<file path="config.mk">
export PLATFORM = sky130hd
export DESIGN_NAME = if_buf_responder
export DESIGN_NICKNAME = d
export VERILOG_FILES = /design/src/rtl/if_buf_responder.sv
export SDC_FILE = /design/constraint.sdc
export NUM_CORES = 1
export LEC_CHECK = 0
export CORE_ASPECT_RATIO = 0.8
export CORE_MARGIN = 5
export CORE_UTILIZATION = 35
export CTS_BUF_LIST = sky130_fd_sc_hd__clkbuf_16
export CTS_CLUSTER_DIAMETER = 100
export DETAILED_ROUTE_END_ITERATION = 7
export PLACE_DENSITY = 0.56
export SLEW_MARGIN = 20
export SYNTH_ARGS = -nofsm -noshare
export SYNTH_HDL_FRONTEND = slang
export SYNTH_SLANG_ARGS = --single-unit
</file>
<file path="constraint.sdc">
create_clock -name clk -period 7.6 [get_ports clk]
set_clock_uncertainty 0.1 [all_clocks]
set_input_delay 1.52 -clock clk [delete_from_list [all_inputs] [get_ports clk]]
set_output_delay 1.52 -clock clk [all_outputs]
set_load 0.01 [all_outputs]
</file>
<file path="src/rtl/if_buf_responder.sv">
`default_nettype none
// ============================================================================
// Module   : if_buf_responder
// Purpose  : Input-feature buffer on the responder side of the
//            fifo_ctrl / fifo_resp handshake. A load request fills DEPTH
//            words from SRAM and reports full. A drain request streams the
//            words to the PE array with valid/ready and then reports empty.
// Ports    : clk, rst            - clock, synchronous active-high reset
//            fifo_ctrl[1:0]      - [0] load request, [1] drain request
//            fifo_resp[1:0]      - [0] full, [1] drained (registered)
//            sram_base_addr      - first SRAM word of a load
//            sram_rd_en/addr     - SRAM read port (registered)
//            sram_rd_data        - SRAM data, one cycle after sram_rd_en
//            pe_wr_valid/ready   - handshake towards the PE array
//            pe_wr_data          - word presented to the PE array
//            count               - words currently held
// Options  : IF_BUF_REPLAY_EN    - DONE returns to FULL with contents kept,
//                                  so the same words can be drained again;
//                                  a load request in FULL starts a reload.
// Revision : 1.0 - initial release
// ============================================================================
module if_buf_responder #(
    parameter int DATA_W = 16,
    parameter int DEPTH  = 25,
    parameter int ADDR_W = 10
) (
    input  logic                           clk,
    input  logic                           rst,
    input  logic [1:0]                     fifo_ctrl,
    output logic [1:0]                     fifo_resp,
    input  logic [ADDR_W-1:0]              sram_base_addr,
    output logic                           sram_rd_en,
    output logic [ADDR_W-1:0]              sram_rd_addr,
    input  logic [DATA_W-1:0]              sram_rd_data,
    output logic                           pe_wr_valid,
    input  logic                           pe_wr_ready,
    output logic [DATA_W-1:0]              pe_wr_data,
    output logic [$clog2(DEPTH+1)-1:0]     count
);

    localparam int CNT_W = $clog2(DEPTH + 1);
    localparam int PTR_W = $clog2(DEPTH);
    localparam logic [CNT_W-1:0] CNT_FULL = CNT_W'(DEPTH);
    localparam logic [PTR_W-1:0] PTR_LAST = PTR_W'(DEPTH - 1);

    typedef enum logic [2:0] {
        S_IDLE  = 3'd0,
        S_FILL  = 3'd1,
        S_FULL  = 3'd2,
        S_DRAIN = 3'd3,
        S_DONE  = 3'd4
    } state_t;

    state_t              state_q,   state_d;
    logic [CNT_W-1:0]    cnt_q,     cnt_d;
    logic [CNT_W-1:0]    issue_q,   issue_d;    // SRAM reads issued this load
    logic [PTR_W-1:0]    wr_ptr_q,  wr_ptr_d;
    logic [PTR_W-1:0]    rd_ptr_q,  rd_ptr_d;
    logic                rd_en_q,   rd_en_d;
    logic [ADDR_W-1:0]   rd_addr_q, rd_addr_d;
    logic                rd_vld_q,  rd_vld_d;   // sram_rd_data carries a word
    logic [1:0]          resp_q,    resp_d;

    logic                w_start_load;
    logic                w_mem_we;
    logic                w_xfer;

    logic [DATA_W-1:0]   mem_q [DEPTH];

    assign fifo_resp    = resp_q;
    assign sram_rd_en   = rd_en_q;
    assign sram_rd_addr = rd_addr_q;
    assign count        = cnt_q;

    assign pe_wr_valid  = (state_q == S_DRAIN) && fifo_ctrl[1] && (cnt_q != '0);
    assign pe_wr_data   = (state_q == S_DRAIN) ? mem_q[rd_ptr_q] : '0;
    assign w_xfer       = pe_wr_valid && pe_wr_ready;

    always_comb begin
        state_d      = state_q;
        cnt_d        = cnt_q;
        issue_d      = issue_q;
        wr_ptr_d     = wr_ptr_q;
        rd_ptr_d     = rd_ptr_q;
        rd_en_d      = 1'b0;
        rd_addr_d    = '0;
        rd_vld_d     = 1'b0;
        w_start_load = 1'b0;
        w_mem_we     = 1'b0;

        case (state_q)
            S_IDLE: begin
                if (fifo_ctrl[0]) begin
                    w_start_load = 1'b1;
                end
            end

            S_FILL: begin
                if (!fifo_ctrl[0]) begin
                    // Abort: the word still in flight is dropped because
                    // rd_vld is cleared and IDLE never writes storage.
                    state_d = S_IDLE;
                    cnt_d   = '0;
                    issue_d = '0;
                end else begin
                    if (issue_q != CNT_FULL) begin
                        rd_en_d   = 1'b1;
                        rd_addr_d = rd_addr_q + ADDR_W'(1);
                        issue_d   = issue_q + CNT_W'(1);
                    end
                    rd_vld_d = rd_en_q;
                    if (rd_vld_q) begin
                        w_mem_we = 1'b1;
                        wr_ptr_d = (wr_ptr_q == PTR_LAST) ? '0 : wr_ptr_q + PTR_W'(1);
                        cnt_d    = cnt_q + CNT_W'(1);
                    end
                    if (cnt_q == CNT_FULL) begin
                        state_d = S_FULL;
                    end
                end
            end

            S_FULL: begin
`ifdef IF_BUF_REPLAY_EN
                if (fifo_ctrl[0]) begin
                    w_start_load = 1'b1;
                end else if (fifo_ctrl[1]) begin
                    state_d = S_DRAIN;
                end
`else
                if (fifo_ctrl[1]) begin
                    state_d = S_DRAIN;
                end
`endif
            end

            S_DRAIN: begin
                if (w_xfer) begin
                    rd_ptr_d = (rd_ptr_q == PTR_LAST) ? '0 : rd_ptr_q + PTR_W'(1);
                    cnt_d    = cnt_q - CNT_W'(1);
                    if (cnt_q == CNT_W'(1)) begin
                        state_d = S_DONE;
                    end
                end
            end

            S_DONE: begin
                if (!fifo_ctrl[1]) begin
`ifdef IF_BUF_REPLAY_EN
                    state_d  = S_FULL;
                    rd_ptr_d = '0;
                    cnt_d    = CNT_FULL;
`else
                    state_d  = S_IDLE;
`endif
                end
            end

            default: begin
                state_d = S_IDLE;
            end
        endcase

        if (w_start_load) begin
            state_d   = S_FILL;
            rd_en_d   = 1'b1;
            rd_addr_d = sram_base_addr;
            issue_d   = CNT_W'(1);
            wr_ptr_d  = '0;
            rd_ptr_d  = '0;
            cnt_d     = '0;
        end

        // Response levels follow the state being entered so they are
        // registered and change on the same edge as the state.
        case (state_d)
            S_FULL:  resp_d = 2'b01;
            S_DONE:  resp_d = 2'b10;
            default: resp_d = 2'b00;
        endcase
    end

    always_ff @(posedge clk) begin
        if (rst) begin
            state_q   <= S_IDLE;
            cnt_q     <= '0;
            issue_q   <= '0;
            wr_ptr_q  <= '0;
            rd_ptr_q  <= '0;
            rd_en_q   <= 1'b0;
            rd_addr_q <= '0;
            rd_vld_q  <= 1'b0;
            resp_q    <= 2'b00;
        end else begin
            state_q   <= state_d;
            cnt_q     <= cnt_d;
            issue_q   <= issue_d;
            wr_ptr_q  <= wr_ptr_d;
            rd_ptr_q  <= rd_ptr_d;
            rd_en_q   <= rd_en_d;
            rd_addr_q <= rd_addr_d;
            rd_vld_q  <= rd_vld_d;
            resp_q    <= resp_d;
        end
    end

    // Storage has no reset; its contents are only read after a full load.
    always_ff @(posedge clk) begin
        if (w_mem_we) begin
            mem_q[wr_ptr_q] <= sram_rd_data;
        end
    end

endmodule
`default_nettype wire

</file>
==> impl_metrics.csv, run 1 <==
group,metric,value,unit
cts,post-cts-setup-buffers,0,
sta,finalSetupTns,0,ns
finish,final_common_cell,"edfxtp_1",
pwr,power_density,239,nW/µm²
drt,wire_per_inst,23.6,µm
die,dieHeight,210,µm
yosys,syn_nets,974,
die,rows,73,
grt,grt_max_degree,45,
finish,antenna_cells,0,
setup_path,worst_setup_path_end_kind,"output pin",
placement,gp_congestion,0.732,
cts,worstSkewPairLatency,0.57,ns
cts,clock_path_buffers,3,
grt,grtUsageTotal,14.9,%
yosys,ys_ff_latch,442,
yosys,yosysTopAreaCell,"edfxtp_1",
sta,min_period,5.55,ns
grt,overflow,0,
setup_path,crit_type,"reg -> out",
die,start_util,35.3,%
drt,dr.pass1.iters,5,
yosys,ys_warn_count,0,
hold_path,hp-class,"reg -> reg",
placement,place_area,19100,µm²
sta,setup_viol,0,
yosys,ys_seq_area_share,73.3,%
yosys,synth_top_area_share,68.5,%
setup_path,critPathMaxFanout,44,
setup_path,required,5.98,ns
sta,hold_viol_final,0,
cts,path_clk_slew,0.06,ns
yosys,netlist_area,17500,µm²
yosys,synth_flop_cell,"edfxtp_1",
yosys,synth_edf_count,400,
drt,initialDrtViolationCount,767,
drt,drcViolationCount,0,
cts,cts_resized,0,
sta,final_max_slew_viol_count,0,
die,fp.dieArea,54700,µm²
die,die_x,260,µm
grt,antenna_found_initial,0,
yosys,synth.area.top_cells,"edfxtp_1 (68%), mux4_2 (12%), dfxtp_1 (4.8%), nor2_1 (1.6%), mux2i_1 (1.4%)",
cts,cts-root-buf,"clkbuf_16",
yosys,synth_cell_type_count,53,
sta,relSlewSlack,35.6,%
die,coreArea,49700,µm²
finish,area_growth,17.1,%
pwr,ir_drop,0.183,mV
setup_path,arrival,3.93,ns
grt,grt_pass1_wl,60600,µm
yosys,synthCells,930,
drt,ant_nets,0,
sta,max_freq,0.180,GHz
placement,dpl.hpwl,23500,µm
finish,drive_gt1_share,23.2,%
drt,dr_total_vias,8998,
setup_path,crit_path_start_kind,"flip-flop",
die,io_pins,66,
placement,io_buffers,65,
cts,ctsHoldBuffers,0,
yosys,syn_avg_cell_area,18.9,µm²
drt,drt_wl_total,41000,µm
finish,fin_area,20500,µm²
finish,fin_nets,1067,
cts,numCtsBuffers,45,
sta,min_period_over_period,73.0,%
sta,rsz0062_at_grt,"no",
sta,worst_slew_pin_slew,0.966,ns
drt,viasPerCell,5.19,
run_status,outcome,"finished, final reports clean",
yosys,async_reset_ff_share,0,%
finish,final_cell_mix,"edfxtp_1 (400), mux4_2 (94), clkdlybuf4s50_1 (65), nor2_1 (49), clkbuf_16 (45)",
cts,cts.sinks,442,
cts,cts_tree,"done",
pwr,leakagePower,6.19,nW
run,max_cap_viol_count,0,
grt,grt_pass1_vias,9152,
cts,ctsHtreeMaxLevel,2,
-- logic make-up after synthesis --
group / after synthesis / share of synthesized area, %
compound gates: 93 / 3.92
xor+xnor: 16 / 0.799
fa+ha+maj: 13 / 0.927
buf+inv: 63 / 1.96
flops: 442 / 73.3
mux: 135 / 14.5
simple gates: 168 / 4.62
-- layout make-up --
type / count / area [µm²]
inverter: 11 / 41.3
multi-input combinational: 425 / 4430
fill: 4414 / 29100
clock buffer: 45 / 1130
timing repair buffer: 98 / 898
tap: 675 / 845
clock inverter: 39 / 339
sequential: 442 / 12900
-- synthesized netlist by cell type (2+ instances only) --
cell type	instances
xnor2_1	7
buf_2	15
nand3b_1	5
inv_1	11
o31ai_1	4
buf_12	2
edfxtp_1	400
mux4_2	94
o221ai_1	16
a21oi_1	22
nand2b_1	3
o22ai_1	2
a221oi_1	10
nor2_1	74
or2_2	3
a32oi_1	2
mux2_2	17
a211oi_1	9
nand3_1	13
a2111oi_1	3
a311oi_1	2
nand2_1	25
o21ai_0	7
xor2_1	9
a22oi_1	8
buf_6	3
dfxtp_1	42
a2111oi_2	2
clkbuf_1	22
nand4_1	7
and3_1	4
nor2b_1	14
nor3b_1	2
buf_4	9
ha_1	13
nor3_1	9
mux2i_1	24
-- worst max-delay path, stage by stage, from the launching register on --
cell and delay, ns:
dfxtp_4 0.83, buf_4 0.59, o31ai_1 0.17, a311oi_1 0.33, nor3_1 0.12, a211oi_1 0.60
clkdlybuf4s50_1 0.66
-- sequential cells by signal, indices dropped and copies added, names as in the netlist, 2 cells and up, named ones only --
| name | cells |
|---|---|
| wr_ptr_q | 5 |
| count | 5 |
| fifo_resp | 2 |
| issue_q | 5 |
| mem_q | 400 |
| state_q | 3 |
| rd_ptr_q | 5 |
| sram_rd_addr | 10 |
-- power by group --
group / leakage (nW) / internal (W) / switching [W]
Clock: 0.751 / 0.00126 / 0.000923
Combinational: 1.51 / 0.0000283 / 0.0000520
Sequential: 3.94 / 0.00265 / 0.00000504
-- stage by stage --
step / util (%) / worst slack (ns) / hold WS (ns) / std cells / total power (W)
3_5_place_dp: 38.4 / 2.64 / 0.345 / 1651 / 0.00279
5_1_grt: 41.3 / 1.87 / 0.379 / 1735 / 0.00509
2_1_floorplan: - / 4.07 / 0.315 / 930 / 0.00273
6_report: 41.3 / 2.05 / 0.350 / 1735 / 0.00491
3_3_place_gp: 38.4 / 2.65 / 0.338 / 1651 / 0.00279
4_1_cts: 41.3 / 1.99 / 0.358 / 1735 / 0.00497
-- layer usage --
layer	share of wire, %	track usage [%]	vias up
li1	-	-	3979
met1	46	21.7	4726
met4	1.4	3.02	0
met5	0	0	-
met3	6.0	3.15	44
met2	47	23.5	249
-- final timing paths --
check / startpoint / cells after the start / end / slack (ns)
setup / recovery: flip-flop / 6 / pe_wr_data[2] / 2.05
hold / removal: issue_q[4] / 1 / issue_q[4] / 0.35
setup reg to reg: state_q[0] / 5 / mem_q[14][12] / 4.74
hold reg to reg: issue_q[4] / 1 / issue_q[4] / 0.35
Note: power is estimated with default switching activity, not from simulation.
==> inputs of run 2 (changes only) <==
==> constraint.sdc (replaced) <==
create_clock -name clk -period 5.65 [get_ports clk]
set_clock_uncertainty 0.1 [all_clocks]
set_input_delay 1.13 -clock clk [delete_from_list [all_inputs] [get_ports clk]]
set_output_delay 1.13 -clock clk [all_outputs]
set_load 0.01 [all_outputs]
==> run 2 against run 1 <==
- total power up 32%
- via count increased by 0.27%
- final cell count down 0.12%
- sequential power grew 34%
- critical path depth rose by 1
- combinational power up 41%
- design area decreased by 0.41%
- sequential share of layout area is 0.26 points higher
- utilization shrank 0.17 points
- critical endpoint unchanged
==> impl_metrics.csv, run 2 (synthesized netlist as in run 1, its figures left out) <==
group,metric,value,unit
run_status,outcome,"finished, final reports clean",
cts,ctsHtreeMaxLevel,2,
sta,hold_viol_final,0,
finish,largest_register,"mem_q",
placement,io_buffers,65,
drt,wire_per_inst,22.8,µm
sta,holdWs,0.355,ns
sta,min_period_over_period,83.2,%
finish,fin_util,41.2,%
sta,setup_viol,0,
drt,viasPerCell,5.21,
pwr,ir_drop,0.237,mV
drt,drcViolationCount,0,
run,max_cap_viol_count,0,
cts,post-cts-setup-buffers,0,
pwr,leakagePower,6.17,nW
setup_path,critPathMaxFanout,36,
drt,dr_total_vias,9022,
cts,numCtsBuffers,44,
sta,final_max_slew_viol_count,0,
grt,grt_pass1_wl,60000,µm
grt,grt_pass1_vias,9067,
grt,overflow,0,
sta,worst_slew_pin_slew,1.10,ns
setup_path,worst_setup_path_end_kind,"output pin",
cts,path_clk_slew,0.06,ns
die,fp.dieArea,54700,µm²
placement,pre_cts_slack,1.35,ns
die,io_pins,66,
sta,rsz0062_at_grt,"no",
cts,cts_tree,"done",
sta,max_freq,0.213,GHz
hold_path,hp-class,"reg -> reg",
sta,final.setup.worst_slack,0.949,ns
die,die_x,260,µm
cts,cts-root-buf,"clkbuf_16",
setup_path,crit_path_start_kind,"flip-flop",
setup_path,required,4.42,ns
cts,worstSkewPairLatency,0.56,ns
cts,ctsHoldBuffers,0,
drt,drt_wl_total,39500,µm
finish,final_cell_mix,"edfxtp_1 (400), mux4_2 (94), clkdlybuf4s50_1 (65), nor2_1 (49), clkbuf_16 (45)",
drt,initialDrtViolationCount,726,
grt,grt_max_degree,46,
cts,clock_path_buffers,3,
finish,area_growth,16.6,%
sta,finalSetupTns,0,ns
placement,gp_congestion,0.771,
pwr,power_density,316,nW/µm²
setup_path,crit_type,"reg -> out",
finish,final_common_cell,"edfxtp_1",
drt,dr.pass1.iters,5,
finish,largest_reg_flops,400,
sta,min_period,4.70,ns
finish,fin_nets,1068,
die,dieHeight,210,µm
cts,cts_resized,0,
drt,ant_nets,0,
die,coreArea,49700,µm²
finish,drive_gt1_share,22.8,%
grt,grtUsageTotal,14.5,%
die,rows,73,
grt,antenna_found_initial,0,
sta,relSlewSlack,26.3,%
placement,dpl.hpwl,23900,µm
die,start_util,35.3,%
finish,antenna_cells,0,
cts,cts.sinks,442,
setup_path,arrival,3.47,ns
## run 2: changes by cell type in the layout (fill, tap and decap cells not counted), sizes merged
cell,delta
inv,+2
clkinv,-4
bufinv,-2
buf,+2
## run 2: metrics by stage
stage | area [µm²] | power, W | instances
6_report | 20500 | 0.00647 | 1733
5_1_grt | 20500 | 0.00671 | 1733
4_1_cts | 20500 | 0.00655 | 1733
3_5_place_dp | 19100 | 0.00376 | 1653
3_3_place_gp | 19100 | 0.00376 | 1653
2_1_floorplan | 17500 | 0.00367 | 930
## run 2: report_power, final
group | internal [W] | leakage (nW) | switching, W | total [W]
clock network | 0.00158 | 0.716 | 0.00121 | 0.00278
registers | 0.00357 | 3.94 | 0.00000688 | 0.00357
logic | 0.0000381 | 1.52 | 0.0000745 | 0.000113
## run 2: path summary, 6_finish.rpt
path | start | to | slack, ns | depth (start not counted)
max | flip-flop | pe_wr_data[2] | 0.95 | 7
min | issue_q[4] | issue_q[4] | 0.36 | 1
max reg2reg | state_q[0] | mem_q[15][9] | 2.82 | 4
min reg2reg | issue_q[4] | issue_q[4] | 0.36 | 1
## run 2: cell type report
cell class | instances | area [µm²]
clock buffer | 45 | 1130
clock inverter | 35 | 230
fill | 4477 | 29200
inverter | 11 | 41.3
multi-input combinational | 425 | 4410
sequential | 442 | 12900
tap | 675 | 845
timing repair buffer | 100 | 938
## run 2: critical path, stage by stage (launching register included)
cell             delay [ns]
dfxtp_4                0.78
buf_12                 0.36
nor2_1                 0.09
o2bb2ai_1              0.16
a311oi_1               0.26
a21oi_1                0.07
a211oi_1               0.51
clkdlybuf4s50_1        0.65
## run 2: layer usage
metal  up-vias  part of all wire (%)  GRT usage, %
met5         -                     0             0
met4         0                   1.5          3.21
met3        51                   6.6          3.21
met2       289                    45          21.7
met1      4717                    47          22.0
li1       3965                     -             -
==> variant 1: new RTL, flow settings as in run 1 <==
Reset style: asynchronous (`rst`), changed in one clocked block. Comments in the files are not updated.
--- a/src/rtl/if_buf_responder.sv
+++ b/src/rtl/if_buf_responder.sv
@@ -181,5 +181,5 @@
     end
 
-    always_ff @(posedge clk) begin
+    always_ff @(posedge clk or posedge rst) begin
         if (rst) begin
             state_q   <= S_IDLE;
Function: differs if rst is asserted again (counterexample within 4 cycles, from zero or initial values and one cycle with rst high); with rst held inactive, the same outputs for 10 cycles.
==> variant 1 against run 1 <==
Design area hardly changed. Routed wire length is 2.7% lower. Setup slack better by 0.19 ns. Sequential cell count is 5 lower. First-iteration DRC count is 0.91% higher. Largest cell class unchanged. Synthesized area is 0.68% higher.
Power is not compared: it rests on default switching activity, and its combinational part moved more than twofold at a synthesized area within 25%.
==> variant 1: results (changes against run 1) <==
Xor/xnor share of the synthesized area = 0.446% (-0.35 points)
Num CTS Buffers = 42 (-6.7%)
Largest register by flop count = mem_q
Via/cell ratio = 5.28 (+1.8%)
Fraction of registers with async set or reset after synthesis = 8.47% (+8.5 points)
First-pass GRT wire length = 60400 µm (-0.36%)
Met3 routed WL = 2390 µm (-2.8%)
Seq pwr share = 43.0%
Largest net degree at the start of global routing = 51 (+13%)
Final nets = 1105 (+3.6%)
Max VDD drop = 182 µV
WL per Instance = 22.6 µm (-4.4%)
Worst R2R Setup Slack = 4.49 ns (-0.25 ns)
DR iter-0 viols = 774 (+0.91%)
Largest cells by area after synthesis = edfxtp_1, mux4_2, dfrtp_1
Synth Area in Compound Gates = 4.98% (+1.1 points)
Worst Path Arrival = 3.74 ns (-0.19 ns)
Library cells used by synthesis = 60 (+13%)
Synthesized net count = 1013 (+4.0%)
Number of global-route vias before repair = 9361 (+2.3%)
RD Place Congestion = 0.792 (+8.1%)
Post-synthesis adder-cell area fraction = 0.921% (-0.0062 points)
Slew at the pin closest to its max-slew limit = 1.11 ns (+0.141 ns)
Hpwl dp = 24500 µm (+4.4%)
Outcome = finished, final reports clean
Met2 wire len = 17900 µm (-7.0%)
Max reg flops = 400 (unchanged)
Fraction of synthesized area in multiplexers = 13.2% (-1.4 points)
Worst-path clk slew = 0.06 ns (about the same)
Synth top cells by count = edfxtp_1, mux4_2, nand2_1, nor2_1, dfrtp_1
Clock Tree Buf Depth = 3 (unchanged)
Post-synthesis sequential area ratio = 73.2% (about the same)
Metal1 wirelength = 18900 µm (+0.75%)
Layout cells sized above 1 = 18.8% (-4.4 points)
Hold Path Class = flip-flop to flip-flop
GRT Total Usage = 14.4% (-0.45 points)
Worst-path fanout max = 50 (+14%)
[variant 1: cell count changes in the layout (fill, tap and decap cells not counted), sizes merged, moves of 9 or more]
cell and delta:
dfxtp -42, o21ai +30, a2bb2oi +9, nor2 -36
o221ai -16, nor4 +13, and2 +10, nor2b -9
dfrtp +37, nand2 +39
[variant 1: stage by stage]
step / hold slack (ns) / total power, mW / setup slack, ns / std cells / instance area (µm²)
floorplan: 0.366 / 4.10 / 4.03 / 969 / 17700
global placement: 0.397 / 4.73 / 2.71 / 1692 / 19200
detailed placement: 0.400 / 4.74 / 2.79 / 1692 / 19200
CTS: 0.419 / 6.81 / 2.16 / 1767 / 20500
global route: 0.461 / 7.06 / 1.98 / 1767 / 20500
finish: 0.417 / 6.74 / 2.24 / 1767 / 20500
[variant 1: critical path: stages (launching register included)]
cell and delay [ns]:
dfrtp_4 0.94, nor2b_1 0.85, a2bb2oi_1 0.13, a221oi_1 0.55, a311oi_1 0.12, clkdlybuf4s50_1 0.54
[variant 1: metal layers]
metal | GRT usage, % | up-vias
met4 | 3.59 | 0
met2 | 21.2 | 269
met5 | 0 | -
li1 | - | 4120
met3 | 3.14 | 51
met1 | 22.1 | 4893
[variant 1: layout make-up]
class                           count  area [µm²]
Tap cell                          675         845
Sequential cell                   437       12900
Inverter                           15        56.3
Timing Repair Buffer              101         933
Clock buffer                       42        1050
Clock inverter                     33         308
Multi-Input combinational cell    464        4400
Fill cell                        4388       29200
[variant 1: worst paths after layout]
path,start,to,depth (start not counted)
max in group asynchronous,rst,rd_ptr_q[0],3
worst max-delay path,rd_ptr_q[2],pe_wr_data[2],5
worst max register to register,state_q[0],mem_q[14][2],5
worst min register to register,issue_q[4],issue_q[4],1
min in group asynchronous,rst,sram_rd_addr[5],3
worst min-delay path,issue_q[4],issue_q[4],1
==> variant 2: new RTL, flow settings as in run 1 <==
Made on the original files. The option `IF_BUF_REPLAY_EN` is turned on by a define.
--- a/src/rtl/if_buf_responder.sv
+++ b/src/rtl/if_buf_responder.sv
@@ -20,4 +20,6 @@
 // Revision : 1.0 - initial release
 // ============================================================================
+`define IF_BUF_REPLAY_EN
+
 module if_buf_responder #(
     parameter int DATA_W = 16,
Formal check against the unedited RTL: same outputs for any inputs over 4 cycles, from zero or initial values and one cycle with rst high; that may be too few to reach the edited logic, so the function may still have changed.
==> variant 2 against run 1 <==
Synthesized area rose by 0.36%. Sequential cell count did not move. Design area rose by 0.15%. Global-route usage rose by 0.64 points. Power fell by 1.1%. Sequential power barely moved. Routed wire length rose by 4.6%. Setup slack improved by 0.34 ns. Non-clock buffer count fell by 11. Largest power group unchanged.
==> variant 2: results (changes against run 1) <==
Largest cells by area after synthesis = edfxtp_1, mux4_2, dfxtp_1
Layout cells sized above 1 = 21.2% (-2.0 points)
Xor/xnor share of the synthesized area = 0.597% (-0.20 points)
Synthesized net count = 995 (+2.2%)
Initial antenna violation count = 2 (+2)
Outcome = finished, final reports clean
Hold-critical path depth = 2 (+1)
WHS = 0.392 ns (+0.0418 ns)
GRT Total Usage = 15.5% (+0.64 points)
Seq pwr share = 54.7% (+0.7 points)
Post-synthesis sequential area ratio = 73.0% (-0.26 points)
Total power = 4.86 mW (-1.1%)
Delay of the slowest critical-path stage = 0.77 ns (-0.06 ns)
Slew at the pin closest to its max-slew limit = 1.11 ns (+0.148 ns)
Synth Area in Compound Gates = 4.58% (+0.66 points)
WL per Instance = 24.6 µm (+4.2%)
First-pass GRT wire length = 62900 µm (+3.8%)
Clk pwr = 2.12 mW (-3%)
Largest net degree at the start of global routing = 58 (+29%)
Synth top cells by count = edfxtp_1, mux4_2, nor2_1, dfxtp_1, clkbuf_1
R2R Path End = mem_q[9][2]
First drt pass iteration count = 4 (-1)
Cell internal pwr = 3.90 mW (-0.95%)
Final nets = 1078 (+1.0%)
Post-synthesis adder-cell area fraction = 0.924% (-0.0033 points)
Number of global-route vias before repair = 9166 (+0.15%)
Via count = 9275 (+3.1%)
Hpwl dp = 24600 µm (+4.8%)
Fraction of synthesized area in multiplexers = 13.8% (-0.76 points)
Num CTS Buffers = 46 (+2.2%)
-- variant 2: cell count changes after synthesis, moves of 5 or more --
cell / change
mux2i_1: -17
nor3_1: +7
nor2b_1: +15
a2111oi_0: +8
o21ai_0: +18
buf_2: -5
a22oi_1: -7
nor2_1: -22
clkbuf_1: +10
a211oi_1: +14
a221oi_1: -7
-- variant 2: through the flow --
stage | std cells | utilization [%] | instance area, µm² | setup slack, ns
3_5_place_dp | 1661 | 38.5 | 19200 | 2.80
6_report | 1742 | 41.3 | 20600 | 2.39
5_1_grt | 1742 | 41.3 | 20600 | 2.13
4_1_cts | 1742 | 41.3 | 20600 | 2.26
3_3_place_gp | 1661 | 38.5 | 19200 | 2.83
2_1_floorplan | 951 | - | 17600 | 3.65
-- variant 2: worst reg2reg max path, delay by kind of cell (launching register included) --
family	cells	cell delay [ns]
AND/OR/NAND/NOR	4	1.73
buffers and inverters	1	0.35
flip-flops	1	0.58
-- variant 2: area by class of cell --
cell class / count / area share [%]
Tap cell: 675 / 4.11
Multi-Input combinational cell: 444 / 22.3
Clock inverter: 34 / 1.09
Inverter: 13 / 0.237
Timing Repair Buffer: 87 / 4.03
Clock buffer: 47 / 5.72
Sequential cell: 442 / 62.5
-- variant 2: how the worst max path moves through the flow --
stage	cells after the start	slack, ns	to
final	6	2.39	pe_wr_data[8]
after detailed placement	6	2.80	mem_q[9][9]
after global placement	6	2.83	pe_wr_data[13]
after CTS	6	2.26	pe_wr_data[13]
after global routing	6	2.13	pe_wr_data[8]
after floorplan	5	3.65	mem_q[24][0]
-- variant 2: per-layer routing --
layer  vias up  global-route usage [%]  part of all wire [%]
met2       263                    22.6                    44
met1      4910                    23.7                    47
met4         4                    3.66                   2.0
met5         -                       0                 0.063
met3        58                    3.88                   6.3
li1       4040                       -                     -
